File: src/rtl/mem_io_pkg.sv
// rtl/mem_io_pkg.sv - shared types and constants for the CPU-to-SRAM/IO bridge
package mem_io_pkg;

  typedef enum logic [1:0] {IDLE, MEM, IO, DONE} state_t;

  localparam int IO_IDX_W = 4;
  localparam logic [IO_IDX_W-1:0] IO_IDX_SW = 4'hF;

  // The all-ones word address always reaches the switch port, whatever the page.
  function automatic logic is_io_hit(input logic [15:0] addr, input logic [11:0] page);
    return (addr[15:4] == page) || (addr == 16'hFFFF);
  endfunction

endpackage

File: src/rtl/sync2.sv
// rtl/sync2.sv - two-flop synchroniser for asynchronous board inputs
module sync2 #(
  parameter int W = 16
) (
  input  logic         clk_i,
  input  logic         rst_i,
  input  logic [W-1:0] d_i,
  output logic [W-1:0] q_o
);

  logic [W-1:0] meta_q;
  logic [W-1:0] sync_q;

  always_ff @(posedge clk_i) begin
    if (rst_i) begin
      meta_q <= '0;
      sync_q <= '0;
    end else begin
      meta_q <= d_i;
      sync_q <= meta_q;
    end
  end

  assign q_o = sync_q;

endmodule

File: src/rtl/mem_io_bridge.sv
// rtl/mem_io_bridge.sv - CPU-to-SRAM/IO bridge with wait states, byte enables and an IO page
module mem_io_bridge
  import mem_io_pkg::*;
#(
  parameter int          DATA_W      = 16,
  parameter int          ADDR_W      = 20,
  parameter logic [11:0] IO_PAGE     = 12'hFFF,
  parameter int          NUM_HEX     = 2,
  parameter int          WAIT_STATES = 2
) (
  input  logic                      Clk,
  input  logic                      Reset,
  input  logic                      cpu_req,
  input  logic                      cpu_we,
  input  logic [DATA_W/8-1:0]       cpu_be,
  input  logic [ADDR_W-1:0]         cpu_addr,
  input  logic [DATA_W-1:0]         cpu_wdata,
  output logic [DATA_W-1:0]         cpu_rdata,
  output logic                      cpu_ready,
  output logic [ADDR_W-1:0]         mem_addr,
  output logic                      mem_ce_n,
  output logic                      mem_oe_n,
  output logic                      mem_we_n,
  output logic [DATA_W/8-1:0]       mem_be_n,
  output logic [DATA_W-1:0]         mem_wdata,
  output logic                      mem_wdata_oe,
  input  logic [DATA_W-1:0]         mem_rdata,
  input  logic [DATA_W-1:0]         switches,
  output logic [NUM_HEX*DATA_W-1:0] hex_out
);

  localparam int BE_W = DATA_W / 8;
  localparam logic [3:0] WAIT_INIT = 4'(WAIT_STATES);

  state_t                    state_q, state_d;
  logic [ADDR_W-1:0]         addr_q;
  logic                      we_q;
  logic [BE_W-1:0]           be_q;
  logic [DATA_W-1:0]         wdata_q;
  logic [3:0]                wait_cnt_q, wait_cnt_d;
  logic [DATA_W-1:0]         rdata_q, rdata_d;
  logic [NUM_HEX*DATA_W-1:0] hex_q, hex_d;
  logic [DATA_W-1:0]         sw_sync;
  logic [DATA_W-1:0]         io_rdata;
  logic [IO_IDX_W-1:0]       idx_q;
  logic                      accept;

  sync2 #(.W(DATA_W)) u_sw_sync (
    .clk_i (Clk),
    .rst_i (Reset),
    .d_i   (switches),
    .q_o   (sw_sync)
  );

  assign accept = (state_q == IDLE) && cpu_req;
  assign idx_q  = addr_q[IO_IDX_W-1:0];

  always_ff @(posedge Clk) begin
    if (Reset) state_q <= IDLE;
    else       state_q <= state_d;
  end

  always_comb begin
    state_d = state_q;
    case (state_q)
      IDLE: if (cpu_req) state_d = is_io_hit(cpu_addr[15:0], IO_PAGE) ? IO : MEM;
      MEM:  if (wait_cnt_q == 4'd0) state_d = DONE;
      IO:   state_d = DONE;
      DONE: state_d = IDLE;
      default: state_d = IDLE;
    endcase
  end

  always_comb begin
    mem_ce_n     = 1'b1;
    mem_oe_n     = 1'b1;
    mem_we_n     = 1'b1;
    mem_be_n     = '1;
    mem_wdata_oe = 1'b0;
    cpu_ready    = 1'b0;
    case (state_q)
      MEM: begin
        mem_ce_n = 1'b0;
        mem_be_n = ~be_q;
        if (we_q) begin
          mem_we_n     = 1'b0;
          mem_wdata_oe = 1'b1;
        end else begin
          mem_oe_n = 1'b0;
        end
      end
      DONE:    cpu_ready = 1'b1;
      default: ;
    endcase
  end

  // IO register file read mux and byte-lane write merge.
  always_comb begin
    io_rdata = '0;
    hex_d    = hex_q;
    for (int i = 0; i < NUM_HEX; i++) begin
      if (idx_q == IO_IDX_W'(i)) begin
        io_rdata = hex_q[i*DATA_W +: DATA_W];
        if (state_q == IO && we_q) begin
          for (int b = 0; b < BE_W; b++) begin
            if (be_q[b]) hex_d[i*DATA_W + b*8 +: 8] = wdata_q[b*8 +: 8];
          end
        end
      end
    end
    if (idx_q == IO_IDX_SW) io_rdata = sw_sync;
  end

  always_comb begin
    rdata_d    = rdata_q;
    wait_cnt_d = wait_cnt_q;
    if (accept) wait_cnt_d = WAIT_INIT;
    if (state_q == MEM) begin
      if (wait_cnt_q != 4'd0) wait_cnt_d = wait_cnt_q - 4'd1;
      else if (!we_q)         rdata_d    = mem_rdata;
    end
    if (state_q == IO && !we_q) rdata_d = io_rdata;
  end

  always_ff @(posedge Clk) begin
    if (Reset) begin
      addr_q     <= '0;
      we_q       <= 1'b0;
      be_q       <= '0;
      wdata_q    <= '0;
      wait_cnt_q <= '0;
      rdata_q    <= '0;
      hex_q      <= '0;
    end else begin
      if (accept) begin
        addr_q  <= cpu_addr;
        we_q    <= cpu_we;
        be_q    <= cpu_be;
        wdata_q <= cpu_wdata;
      end
      wait_cnt_q <= wait_cnt_d;
      rdata_q    <= rdata_d;
      hex_q      <= hex_d;
    end
  end

  assign cpu_rdata = rdata_q;
  assign mem_addr  = addr_q;
  assign mem_wdata = wdata_q;
  assign hex_out   = hex_q;

endmodule

File: config.mk
export PLATFORM = sky130hd
export DESIGN_NAME = mem_io_bridge
export DESIGN_NICKNAME = d
export VERILOG_FILES = /design/src/rtl/mem_io_pkg.sv /design/src/rtl/sync2.sv /design/src/rtl/mem_io_bridge.sv
export SDC_FILE = /design/constraint.sdc
export NUM_CORES = 1
export LEC_CHECK = 0
export CAP_MARGIN = 30
export CORE_MARGIN = 8
export CORE_UTILIZATION = 35
export DETAILED_ROUTE_END_ITERATION = 10
export GPL_TIMING_DRIVEN = 0
export PLACE_DENSITY_LB_ADDON = 0.08
export REMOVE_ABC_BUFFERS = 1
export SYNTH_ARGS = -nofsm -noshare
export SYNTH_HDL_FRONTEND = slang
export SYNTH_SLANG_ARGS = --single-unit
File: constraint.sdc
create_clock -name Clk -period 4.75 [get_ports Clk]
set_input_delay 1.1875 -clock Clk [delete_from_list [all_inputs] [get_ports Clk]]
set_output_delay 1.1875 -clock Clk [all_outputs]
set_load 0.005 [all_outputs]
==> results of run 1 <==
final cells by class:
class | count | area, um^2
Clock buffer | 23 | 478
Clock inverter | 3 | 40.0
Fill cell | 1224 | 6170
Tap cell | 176 | 220
Timing Repair Buffer | 169 | 1710
Multi-Input combinational cell | 334 | 2070
Inverter | 26 | 97.6
Sequential cell | 125 | 2500
where the power goes:
| group | internal [uW] | switching, uW | leakage, uW | total [uW] |
|---|---|---|---|---|
| clock network | 740 | 420 | 0.000257 | 1160 |
| logic | 481 | 495 | 0.00132 | 976 |
| registers | 1200 | 99.7 | 0.00102 | 1300 |
worst max-delay path by stage:
stage | depth (start not counted) | endpoint | start
floorplan | 4 | hex_out[0] | mem_addr[1]
global placement | 3 | cpu_rdata[15] | Reset
detailed placement | 5 | wait_cnt_q[2] | cpu_req
CTS | 4 | mem_ce_n | state_q[1]
global route | 4 | mem_ce_n | state_q[1]
finish | 4 | mem_ce_n | state_q[1]
registers in the layout, summed over array words and instances, names as in the netlist:
register          cells
cpu_rdata            16
wait_cnt_q            4
u_sw_sync.q_o        16
u_sw_sync.meta_q     16
we_q                  1
be_q                  2
state_q               2
mem_wdata            16
mem_addr             20
hex_out              32
metal layers:
metal	part of all wire (%)	up-vias	routed length [um]	global-route usage, %
met1	43	1923	6380	19.2
met4	1.1	0	165	5.99
li1	-	2059	-	-
met3	8.1	16	1190	6.20
met2	47	136	6950	27.2
met5	0	-	0	0
kinds of logic (layout without fill, tap and decap cells):
group	after synthesis	in the layout	synth area share, %
flip-flops	125	125	52.1
adder cells (fa/ha/maj)	6	6	1.56
AND/OR/NAND/NOR	180	180	17.8
AO/OA/AOI/OAI	99	99	12.8
multiplexers	49	49	10.6
buffers and inverters	62	221	5.03
synth_stat cells, drive strengths merged (4+ instances only):
cell type	n
nor2	35
or3	4
a221o	16
a21oi	42
clkbuf	30
inv	26
nor3	5
ha	6
nand2	87
dfxtp	125
o22ai	17
nor2b	35
mux2	16
mux2i	33
o21ai	17
buf	6
nand2b	4
through the flow:
step / util, % / std cells
2_1_floorplan: - / 485
3_3_place_gp: 49.0 / 825
3_5_place_dp: 49.7 / 830
4_1_cts: 53.6 / 856
5_1_grt: 53.6 / 856
6_report: 53.6 / 856
==> impl_metrics.tcl, run 1 <==
set metrics [dict create \
    status "complete, no violations" \
    start_util_pct 36.1 \
    holdPathStages 1 \
    first_pass_iters 7 \
    layout_common_cells "clkdlybuf4s50_1, dfxtp_1, nand2_1" \
    final_common_cell "clkdlybuf4s50_1" \
    drc 0 \
    critical_path_buf_inv_count 3 \
    rsz0062_at_grt "false" \
    diodes 0 \
    design.final.nets 753 \
    setup_slack_ps 1620 \
    max_stage_delay_ps 540 \
    avgSynthCellArea_um2 9.21 \
    dieHeight_um 133 \
    grt_first_pass_wirelength_um 23100 \
    numCtsBuffers 17 \
    grt_overflow_total 0 \
    post_cts_buffers 0 \
    finalHoldViolCount 0 \
    antenna_found_initial 0 \
    ys_ff_latch 125 \
    drive_gt1_share_pct 7.79 \
    yosys.area.top_type "dfxtp_1" \
    end_kind "primary output" \
    worstMarginPinSlew_ps 929 \
    drtAntennaViolNets 0 \
    portBuffers 164 \
    r2r-start "state_q[0]" \
    skew_ps 4.90 \
    r2r_cells 7 \
    hold_slack_ps 428 \
    postCtsHoldBufs 0 \
    syn-cell-area_mm2 0.00480 \
    finalWirelength_um 14700 \
    post-place-ws_ps 1730 \
    synth_seq_area_share_pct 52.1 \
    path_clk_slew_ps 50 \
    postPlaceCellArea_mm2 0.00661 \
    hold_end "u_sw_sync.q_o[12]" \
    maxCapViolations 0 \
    yosysWarnings 0 \
    cpMostUsedCell "inv_1" \
    cts_tree "built" \
    cts-root-buf "clkbuf_16" \
    setup_viol 0 \
    synth_cells 521 \
    setup-tns-final_ps 0 \
    hold_start "u_sw_sync.meta_q[12]" \
    crit_path_max_fanout 10 \
    ios 165 \
    ctsLongestPathBuffers 2 \
    fin_total_pwr_uw 3430 \
    dieArea_mm2 0.0177 \
    via_count 4134 \
    p_leak_uw 0.00260 \
    r2r_setup_slack_ps 2430 \
    slew_headroom_pct 37.6 \
    fin_crit_sh_pct 65.8 \
    arrival_ps 1940 \
    area_growth_pct 48.4 \
    fin_crit_ps 3130 \
    drt_iter0_drc 218 \
    rows 42 \
    crit_slowest_cell "clkdlybuf4s50_1" \
    cp.required_ps 3560 \
    vdd_drop_max_mv 0.221 \
    gp_congestion 0.757 \
    synthTopCellsByArea "dfxtp_1, mux2i_1, nand2_1, nor2b_1, a21oi_1" \
    start_kind "register" \
    synth_top_area_share_pct 52.1 \
    core_mm2 0.0133 \
    hp-class "register to register" \
    crit_type "register to primary output" \
    grtUsageTotal_pct 16.5 \
    timing.fmax_ghz 0.320 \
    synth_edf_count 0 \
    first_global_vias 4284 \
    worst_skew_pair.late_latency_ps 410 \
    die_w_um 133 \
    grt_max_degree 92 \
    avgViaCountPerCell 4.83 \
    p_per_area_mw_per_mm2 482 \
    h-tree-depth 4 \
    hpwl_um 10200 \
    wl_per_cell_um 17.2 \
    timing.rr.end "hex_out[2]" \
    async_flop_share_pct 0 \
    cpLargestDelayFamily "buffers and inverters" \
    synth_cell_types 33 \
    synthFlopType "dfxtp_1" \
    cp_cell_sequence "inv_1, ha_1, inv_1, clkdlybuf4s50_1" \
    stdcell_area_mm2 0.00712 \
    cts_resized 0 \
    slew_viol_final 0 \
    cts.sinks 125 \
]
(Power assumes the default switching activity.)
==> run 2, diff against run 1 <==
- clock period: 4.75 -> 2.9 ns (I/O delays scaled with it)
==> results of run 2 <==
Same layout as run 1 (identical final DEF). Status: complete, no violations.
Among the figures that moved: setup slack after placement 1730 ps -> 338 ps; setup slack after layout 1620 ps -> 235 ps; register-to-register setup slack 2430 ps -> 580 ps; total power 3430 uW -> 5620 uW; worst IR drop on VDD 0.221 mV -> 0.362 mV
==> run 3, diff against run 2 <==
==> constraint.sdc (replaced) <==
create_clock -name Clk -period 2.9 [get_ports Clk]
set_input_delay 0.58 -clock Clk [delete_from_list [all_inputs] [get_ports Clk]]
set_output_delay 0.58 -clock Clk [all_outputs]
set_load 0.005 [all_outputs]
==> results of run 3 <==
Same layout as run 1 (identical final DEF). Status: complete, no violations.
Among the figures that moved: setup slack after placement 1730 ps -> 483 ps; setup slack after layout 1620 ps -> 380 ps; register-to-register setup slack 2430 ps -> 580 ps; total power 3430 uW -> 5620 uW; worst IR drop on VDD 0.221 mV -> 0.362 mV
